**src/rtl/pdm_mic_array.sv**
```systemverilog
// pdm_mic_array: multi-channel PDM microphone front end.
// One shared mic clock; each data line carries two mics, one per clock phase.
// Per channel: boxcar moving sum, decimation to audio rate, gain with saturation.
`timescale 1ns/1ps
module pdm_mic_array #(
   parameter int SAMPLE_DEPTH    = 16,
   parameter int CHANNELS        = 2,
   parameter int WINDOW_LOG2     = 9,
   parameter int INPUT_FREQUENCY = 12000000,
   parameter int FREQUENCY       = 1000000,
   parameter int DECIMATION      = 125
) (
   input  logic                             clk,
   input  logic                             rst,
   input  logic                             enable,
   input  logic [2:0]                       gain,
   output logic                             mic_clk,
   input  logic [CHANNELS/2-1:0]            mic_data,
   output logic [CHANNELS*SAMPLE_DEPTH-1:0] audio,
   output logic                             audio_valid
);

   localparam int HALF   = INPUT_FREQUENCY / (2 * FREQUENCY);
   localparam int PERIOD = 2 * HALF;
   localparam int CNT_W  = $clog2(PERIOD);
   localparam int LINES  = CHANNELS / 2;
   localparam int WIN    = 1 << WINDOW_LOG2;
   localparam int SUM_W  = WINDOW_LOG2 + 2;
   localparam int FILL_W = WINDOW_LOG2 + 1;
   localparam int SHIFT  = (SAMPLE_DEPTH >= SUM_W) ? 0 : SUM_W - SAMPLE_DEPTH;
   localparam int DEC_W  = (DECIMATION > 1) ? $clog2(DECIMATION) : 1;
   localparam int WIDE   = SAMPLE_DEPTH + 8;
   localparam logic signed [WIDE-1:0] SAT_MAX = (WIDE'(1) <<< (SAMPLE_DEPTH - 1)) - WIDE'(1);
   localparam logic signed [WIDE-1:0] SAT_MIN = ~SAT_MAX;

   logic              run;
   logic [CNT_W-1:0]  cnt;
   logic [CNT_W-1:0]  cnt_n;
   logic [LINES-1:0]  sync1;
   logic [LINES-1:0]  sync2;
   logic              cap_even;
   logic              cap_odd;
   logic [DEC_W-1:0]  dec_cnt;
   logic              pend;
   logic [FILL_W-1:0] fill_cnt;
   logic              filled;
   logic              latch;

   // Next phase count: held at 0 while stopped and for the first enabled cycle,
   // so a restart always begins at count 0 with mic_clk high.
   always_comb begin
      cnt_n = '0;
      if (enable && run)
         cnt_n = (cnt == CNT_W'(PERIOD - 1)) ? '0 : cnt + CNT_W'(1);
   end

   // Phase counter and registered mic clock (mic_clk always reflects cnt).
   always_ff @(posedge clk or posedge rst) begin
      if (rst) begin
         run     <= 1'b0;
         cnt     <= '0;
         mic_clk <= 1'b0;
      end else begin
         run     <= enable;
         cnt     <= cnt_n;
         mic_clk <= enable && (cnt_n < CNT_W'(HALF));
      end
   end

   // Two-flop synchroniser for the asynchronous PDM data lines.
   always_ff @(posedge clk or posedge rst) begin
      if (rst) begin
         sync1 <= '0;
         sync2 <= '0;
      end else begin
         sync1 <= mic_data;
         sync2 <= sync1;
      end
   end

   assign cap_even = run && (cnt == CNT_W'(HALF - 1));
   assign cap_odd  = run && (cnt == CNT_W'(PERIOD - 1));
   assign filled   = fill_cnt[WINDOW_LOG2];
   assign latch    = pend && filled && enable;

   // Decimation, fill tracking and output strobe; the odd capture closes a period.
   always_ff @(posedge clk or posedge rst) begin
      if (rst) begin
         dec_cnt     <= '0;
         pend        <= 1'b0;
         fill_cnt    <= '0;
         audio_valid <= 1'b0;
      end else begin
         pend        <= cap_odd && (dec_cnt == DEC_W'(DECIMATION - 1));
         audio_valid <= latch;
         if (cap_odd)
            dec_cnt <= (dec_cnt == DEC_W'(DECIMATION - 1)) ? '0 : dec_cnt + DEC_W'(1);
         if (cap_odd && !filled)
            fill_cnt <= fill_cnt + FILL_W'(1);
      end
   end

   for (genvar g = 0; g < CHANNELS; g++) begin : g_ch
      localparam int LINE = g / 2;
      localparam bit ODD  = (g % 2) == 1;

      logic                           cap;
      logic [WIN-1:0]                 hist;
      logic signed [SUM_W-1:0]        sum;
      logic signed [SUM_W-1:0]        sum_nxt;
      logic signed [SAMPLE_DEPTH-1:0] base;
      logic signed [WIDE-1:0]         wide_v;
      logic [SAMPLE_DEPTH-1:0]        sat;
      logic [SAMPLE_DEPTH-1:0]        out_q;

      assign cap = ODD ? cap_odd : cap_even;

      // Moving-sum update: add the new bit as +/-1, drop the oldest once the window is full.
      always_comb begin
         sum_nxt = sum;
         if (cap) begin
            sum_nxt = sync2[LINE] ? sum + SUM_W'(1) : sum - SUM_W'(1);
            if (filled)
               sum_nxt = hist[WIN-1] ? sum_nxt - SUM_W'(1) : sum_nxt + SUM_W'(1);
         end
      end

      // Window history and running sum.
      always_ff @(posedge clk or posedge rst) begin
         if (rst) begin
            hist <= '0;
            sum  <= '0;
         end else if (cap) begin
            hist <= {hist[WIN-2:0], sync2[LINE]};
            sum  <= sum_nxt;
         end
      end

      // Fit sum to sample width (sign-extend or arithmetic shift), apply gain, saturate.
      always_comb begin
         base   = SAMPLE_DEPTH'(sum >>> SHIFT);
         wide_v = WIDE'(base) <<< gain;
         if (wide_v > SAT_MAX)
            sat = SAT_MAX[SAMPLE_DEPTH-1:0];
         else if (wide_v < SAT_MIN)
            sat = SAT_MIN[SAMPLE_DEPTH-1:0];
         else
            sat = wide_v[SAMPLE_DEPTH-1:0];
      end

      // Output sample register, updated for every channel on the same strobe.
      always_ff @(posedge clk or posedge rst) begin
         if (rst)
            out_q <= '0;
         else if (latch)
            out_q <= sat;
      end

      assign audio[g*SAMPLE_DEPTH +: SAMPLE_DEPTH] = out_q;
   end

endmodule

```
**config.mk**
```make
export PLATFORM = sky130hd
export DESIGN_NAME = pdm_mic_array
export DESIGN_NICKNAME = d
export VERILOG_FILES = /design/src/rtl/pdm_mic_array.sv
export SDC_FILE = /design/constraint.sdc
export NUM_CORES = 2
export LEC_CHECK = 0
export ABC_AREA = 1
export BUFFER_PORTS_ARGS = -buffer_cell sky130_fd_sc_hd__buf_2
export CAP_MARGIN = 20
export CELL_PAD_IN_SITES_DETAIL_PLACEMENT = 1
export CELL_PAD_IN_SITES_GLOBAL_PLACEMENT = 2
export CORE_ASPECT_RATIO = 1.5
export CORE_MARGIN = 5
export CORE_UTILIZATION = 36
export DETAILED_ROUTE_END_ITERATION = 7
export HOLD_SLACK_MARGIN = 0.05
export PLACE_DENSITY_LB_ADDON = 0.2
export REMOVE_ABC_BUFFERS = 1
export SLEW_MARGIN = 20
export SYNTH_ARGS = -nofsm -noshare
export SYNTH_HDL_FRONTEND = slang
export SYNTH_SLANG_ARGS = --single-unit
```
**constraint.sdc**
```tcl
create_clock -name clk -period 39.4 [get_ports clk]
set_input_delay 7.88 -clock clk [delete_from_list [all_inputs] [get_ports clk]]
set_output_delay 7.88 -clock clk [all_outputs]
set_load 0.05 [all_outputs]
```
# Yosys cells after proc, flatten, opt, wreduce, memory -nomap -nowiden
# Index checks and enable logic that the tools add are counted.
dict set report totals {
  n_memories 0
  rom_bits 0
  latchBits 0
  regBits 1105
  elab_cells 58
  ram_bits 0
}
dict set report op_classes {
  reduce_logical 9
  div_mod_pow 0
  n_mux 13
  eq_ne 3
  order_cmp 5
  add_sub_neg 11
  shifts 2
  multipliers 0
  bitwise_logic 0
}
# cell count
set ops {}
lappend ops {{two-way mux 11 bit} 6}
lappend ops {{two-way mux 16 bit} 4}
lappend ops {{greater-than comparator 24 x 16 -> 1 bit (second input constant)} 2}
lappend ops {{< comparator 24 x 16 -> 1 bit (second input constant)} 2}
lappend ops {{<<< shifter 11 x 3 -> 24 bit} 2}
lappend ops {{adder 11 x 2 -> 11 bit (second input constant)} 4}
lappend ops {{subtractor 11 x 2 -> 11 bit (second input constant)} 4}
lappend ops {{adder 10 x 1 -> 10 bit (second input constant)} 1}
lappend ops {{logical AND 1 bit} 8}
lappend ops {{two-way mux 4 bit} 2}
lappend ops {{adder 7 x 1 -> 7 bit (second input constant)} 1}
lappend ops {{== test 7 bit (second input constant)} 1}
lappend ops {{two-way mux 7 bit} 1}
lappend ops {{adder 4 x 1 -> 4 bit (second input constant)} 1}
lappend ops {{== test 4 x 3 -> 1 bit (second input constant)} 1}
lappend ops {{== test 4 bit (second input constant)} 1}
lappend ops {{< comparator 4 x 3 -> 1 bit (second input constant)} 1}
lappend ops {{zero test 1 bit} 1}

# Logic depth before layout (Yosys ltp)
dict set report depth {
  word_depth 5
  ltp_mapped 20
  ltp_nobuf 19
}

# Least setup slack after synthesis
# OpenSTA, ideal clock, no wires.
dict set report synth_path {
  path_type {input-to-reg}
  from {in gain[0]}
  to {reg g_ch[0].out_q[0]}
  n_path_buf 1
  path_slack_ns 30.432
  required_ns 39.284
  path_stages 7
  arrival_time_ns 8.852
  path_cell_list {buf_6 o21ai_0 o21ai_2 o211ai_4 nand2_4 nor2_1 nor2_1}
}
dict set report synth_between {
  elab_chain_len 4
}
# element line_no
set synth_lines {}
lappend synth_lines {{from (decl)} 16} ;# input logic [2:0] gain,
lappend synth_lines {{<<< shifter 11 x 3 -> 24 bit *} 142} ;# wide_v = WIDE'(base) <<< gain;
lappend synth_lines {{< comparator 24 x 16 -> 1 bit} 145} ;# else if (wide_v < SAT_MIN)
lappend synth_lines {{two-way mux 16 bit} 145}
lappend synth_lines {{two-way mux 16 bit *} 143} ;# if (wide_v > SAT_MAX)
lappend synth_lines {{to (signal assigned)} 156} ;# out_q <= sat;
lappend synth_lines {{to (decl)} 114} ;# logic [SAMPLE_DEPTH-1:0] out_q;
# Every way passes the cells marked *; elsewhere a longest branch is shown, timed or not.
# A chain may end at the register's enable or synchronous reset.

==> results.txt <==
----------------------------------------------------
[STA]
  Worst clock skew ... 33.5 ps
  Final count of pins violating max slew ... 0
  Final critical path time including I/O delays and setup ... 10460 ps
  Final critical-path share of the clock period ... 26.6%
  Number of failing hold endpoints at the final stage ... 0
  Highest clock frequency the design can meet ... 95.6 MHz
  Unrepaired setup endpoints after global routing ... no
  Sum Neg Setup Slack ... 0 ps
  Worst-Margin Slew ... 1050 ps
  Number of failing setup endpoints in the final timing report ... 0
  Worst slew margin relative to its limit ... 29.7%

[Logic synthesis]
  Dominant synthesized flop cell ... sky130_fd_sc_hd__dfrtp_1
  Area fraction in compound gates after synthesis ... 7.74%
  Proportion of netlist area held by the largest area contributor ... 62.3%
  Gate count of the mapped netlist ... 5005
  YS warnings ... 0
  Synthesized area per cell ... 8.87 sq um
  Number of storage elements in the synthesis netlist ... 1105
  Adder-cell share of the synthesized area ... 1.30%
  Post-synthesis cell type count ... 47
  Synthesized-area fraction occupied by and/or/nand/nor cells ... 22.1%
  Dominant combinational cell family by area after synthesis ... simple AND/OR/NAND/NOR gates
  Synth Area in XOR/XNOR ... 0.513%
  Cell Area, Synth ... 0.0444 sq mm
  Fraction of synthesized area in multiplexers ... 0.0902%
  Yosys top cell by area ... sky130_fd_sc_hd__dfrtp_1
  Number of enable flip-flop cells after synthesis ... 0
  FFs w/ async S/R, synth ... 100%
  Register area share after synthesis ... 62.3%
  Synth area leaders ... sky130_fd_sc_hd__dfrtp_1, sky130_fd_sc_hd__nand2_1, sky130_fd_sc_hd__o21ai_0, sky130_fd_sc_hd__inv_1, sky130_fd_sc_hd__buf_2

[Global routing]
  Global Route Usage Sum ... 14.2%
  Number of global-route vias before repair ... 33400
  GR Overflow Total ... 0
  Antenna violations before repair ... 0
  Pin count of the biggest net entering global routing ... 226
  Global-route wire length before repair ... 162000 microns

[Run status]
  Status ... completed

[CTS]
  H-tree Lvls ... 3
  CTS tree ... built
  Library cell used as clock root buffer ... sky130_fd_sc_hd__clkbuf_16
  Resized cells post-CTS ... 0
  # clock sinks ... 1105
  Worst-Skew Late Latency ... 710 ps
  Clock tree buffer depth ... 3
  Number of clock buffers inserted by TritonCTS ... 109
  Worst-path clk slew ... 60 ps
  Hold_buf cts ... 0
  Post-CTS Repair Setup Buffers ... 0

[Floorplanning]
  Height of the die ... 440 microns
  Cell Rows ... 157
  Area of the placeable core ... 0.122 sq mm
  Width of the chip ... 297 microns
  Die area ... 0.131 sq mm
  Number of I/O pins ... 41
  Effective utilization at floorplan ... 36.3%

[Final layout]
  Diodes inserted ... 0
  Share of post-route cells with drive strength above 1 ... 5.76%
  Final standard cell utilization of the core ... 40.3%
  Area growth from synthesis to layout ... 10.9%
  Final Non-Filler Cells ... 6607
  Number of nets in the layout ... 4985

[Worst hold path]
  Hold Path Class ... reg2reg
  Number of stages on the worst hold path ... 0

[Worst setup path]
  Arrival time reported for the critical path endpoint ... 11150 ps
  Endpoint class of the critical path ... async pin
  Startpoint type of the worst setup path ... input port
  Critical path peak fanout ... 151
  Worst setup path category ... in2async
  Required time of the worst setup path ... 40090 ps
  Path depth of the worst reg2reg path ... 8

[Power]
  Static power due to leakage ... 25.4 nW
  Total power per unit cell area ... 45.4 mW/mm^2
  Peak ir drop on the vdd network ... 0.0323 mV
  Total power draw ... 0.00224 W

[Placed design]
  Last weighted congestion value of the routability-driven placer ... 0.749
  I/O Buffers ... 40
  Detailed placement HPWL ... 52200 microns
  Total instance count after detailed placement ... 6412

[Detailed routing]
  Total via count in the routed design ... 31100
  Number of nets with antenna violations after detailed routing ... 0
  DRC marker count from the first detailed-route iteration ... 1738
  Total length of routed wires ... 90800 microns
  Pre-antenna DRT Iters ... 5
  Routed vias/inst ... 4.70
  Remaining routing DRC violations ... 0
  Average detailed-routed wire length per instance ... 13.7 microns

[Flow run]
  Number of max-cap violations ... 0

----------------------------------------------------
power by group:
part           switching [W]  internal (W)  total [W]  leakage, nW
Sequential       0.000000788       0.00114    0.00114         15.4
Combinational      0.0000351    0.00000682  0.0000419         8.20
Clock               0.000445      0.000613    0.00106         1.81
sequential cells by signal (all words and copies together) (netlist names):
| signal | cells |
|---|---|
| g_ch.hist | 1024 |
| g_ch.out_q | 32 |
| g_ch.sum | 22 |
| fill_cnt | 10 |
| dec_cnt | 7 |
| cnt | 4 |
| audio_valid | 1 |
| mic_clk | 1 |
| pend | 1 |
| run | 1 |
| sync1 | 1 |
| sync2 | 1 |
critical path, stage by stage:
cell                     delay (ps)
sky130_fd_sc_hd__buf_2          130
sky130_fd_sc_hd__inv_8          520
sky130_fd_sc_hd__buf_12         540
sky130_fd_sc_hd__buf_4          790
sky130_fd_sc_hd__buf_4          830
cell usage after synthesis, drive strengths merged, types with 3 or more instances:
library cell,n
nand3,77
buf,177
nor3,6
inv,366
nand2,2344
nor2,78
a21o,5
xor2,19
o21ai,597
nand4,16
ha,43
a21boi,3
mux2i,4
o221ai,4
xnor2,7
clkbuf,76
dfrtp,1105
a21oi,33
o211ai,3
or2,22
o21bai,3
a31oi,6
routing by layer:
layer	global-route usage, %	vias to the layer above	share of wire [%]
li1	-	15300	-
met4	4.58	0	2.4
met1	17.6	15500	45
met2	25.8	211	50
met5	0	-	0
met3	2.00	114	2.7
path summary, 6_finish.rpt:
path / start / to / slack (ps)
worst min-delay path: sync1$_DFF_PP0_ / sync2$_DFF_PP0_ / 370
min in group asynchronous: rst / g_ch[1].hist[322]$_DFFE_PP0P_ / 7330
max in group clk: g_ch[1].out_q[2]$_DFFE_PP0P_ / audio[18] / 30170
worst min register to register: sync1$_DFF_PP0_ / sync2$_DFF_PP0_ / 370
worst max-delay path: rst / g_ch[0].hist[41]$_DFFE_PP0P_ / 28940
worst max register to register: cnt[1]$_DFF_PP0_ / g_ch[0].hist[363]$_DFFE_PP0P_ / 34440
final cells by class:
type	instances	area (sq um)
Multi-Input combinational cell	3281	14100
Clock buffer	165	3290
Inverter	366	1400
Sequential cell	1105	27700
Fill cell	14200	73100
Tap cell	1590	1990
Clock inverter	30	342
Timing Repair Buffer	70	475
through the flow:
step,hold slack (ps),area (sq um),setup slack [ps]
after detailed placement,347,45600,27920
after global placement,388,45600,27980
final,370,49300,28940
after global routing,385,49300,28330
after floorplan,331,43100,407
after CTS,383,49300,28730
cells in the final DEF, fill, tap and decap left out, drive strengths merged, types with 2 or more instances in the layout:
master	netlist	routed
a21boi	3	3
a21o	5	5
a21oi	33	33
a31oi	6	6
buf	177	70
bufinv	0	6
clkbuf	76	165
clkinv	0	19
dfrtp	1105	1105
fa	2	2
ha	43	43
inv	366	371
mux2i	4	4
nand2	2344	2344
nand3	77	77
nand4	16	16
nor2	78	78
nor3	6	6
nor3b	2	2
nor4	2	2
o211ai	3	3
o21ai	597	597
o21bai	3	3
o221ai	4	4
or2	22	22
xnor2	7	7
xor2	19	19
cell families (layout without fill, tap and decap cells):
group / Yosys count / after routing
AO/OA/AOI/OAI: 659 / 659
buffers and inverters: 619 / 631
AND/OR/NAND/NOR: 2547 / 2547
adder cells (fa/ha/maj): 45 / 45
multiplexers: 4 / 4
XOR/XNOR: 26 / 26
flip-flops: 1105 / 1105
No activity file was read; power rests on OpenSTA's default activity.
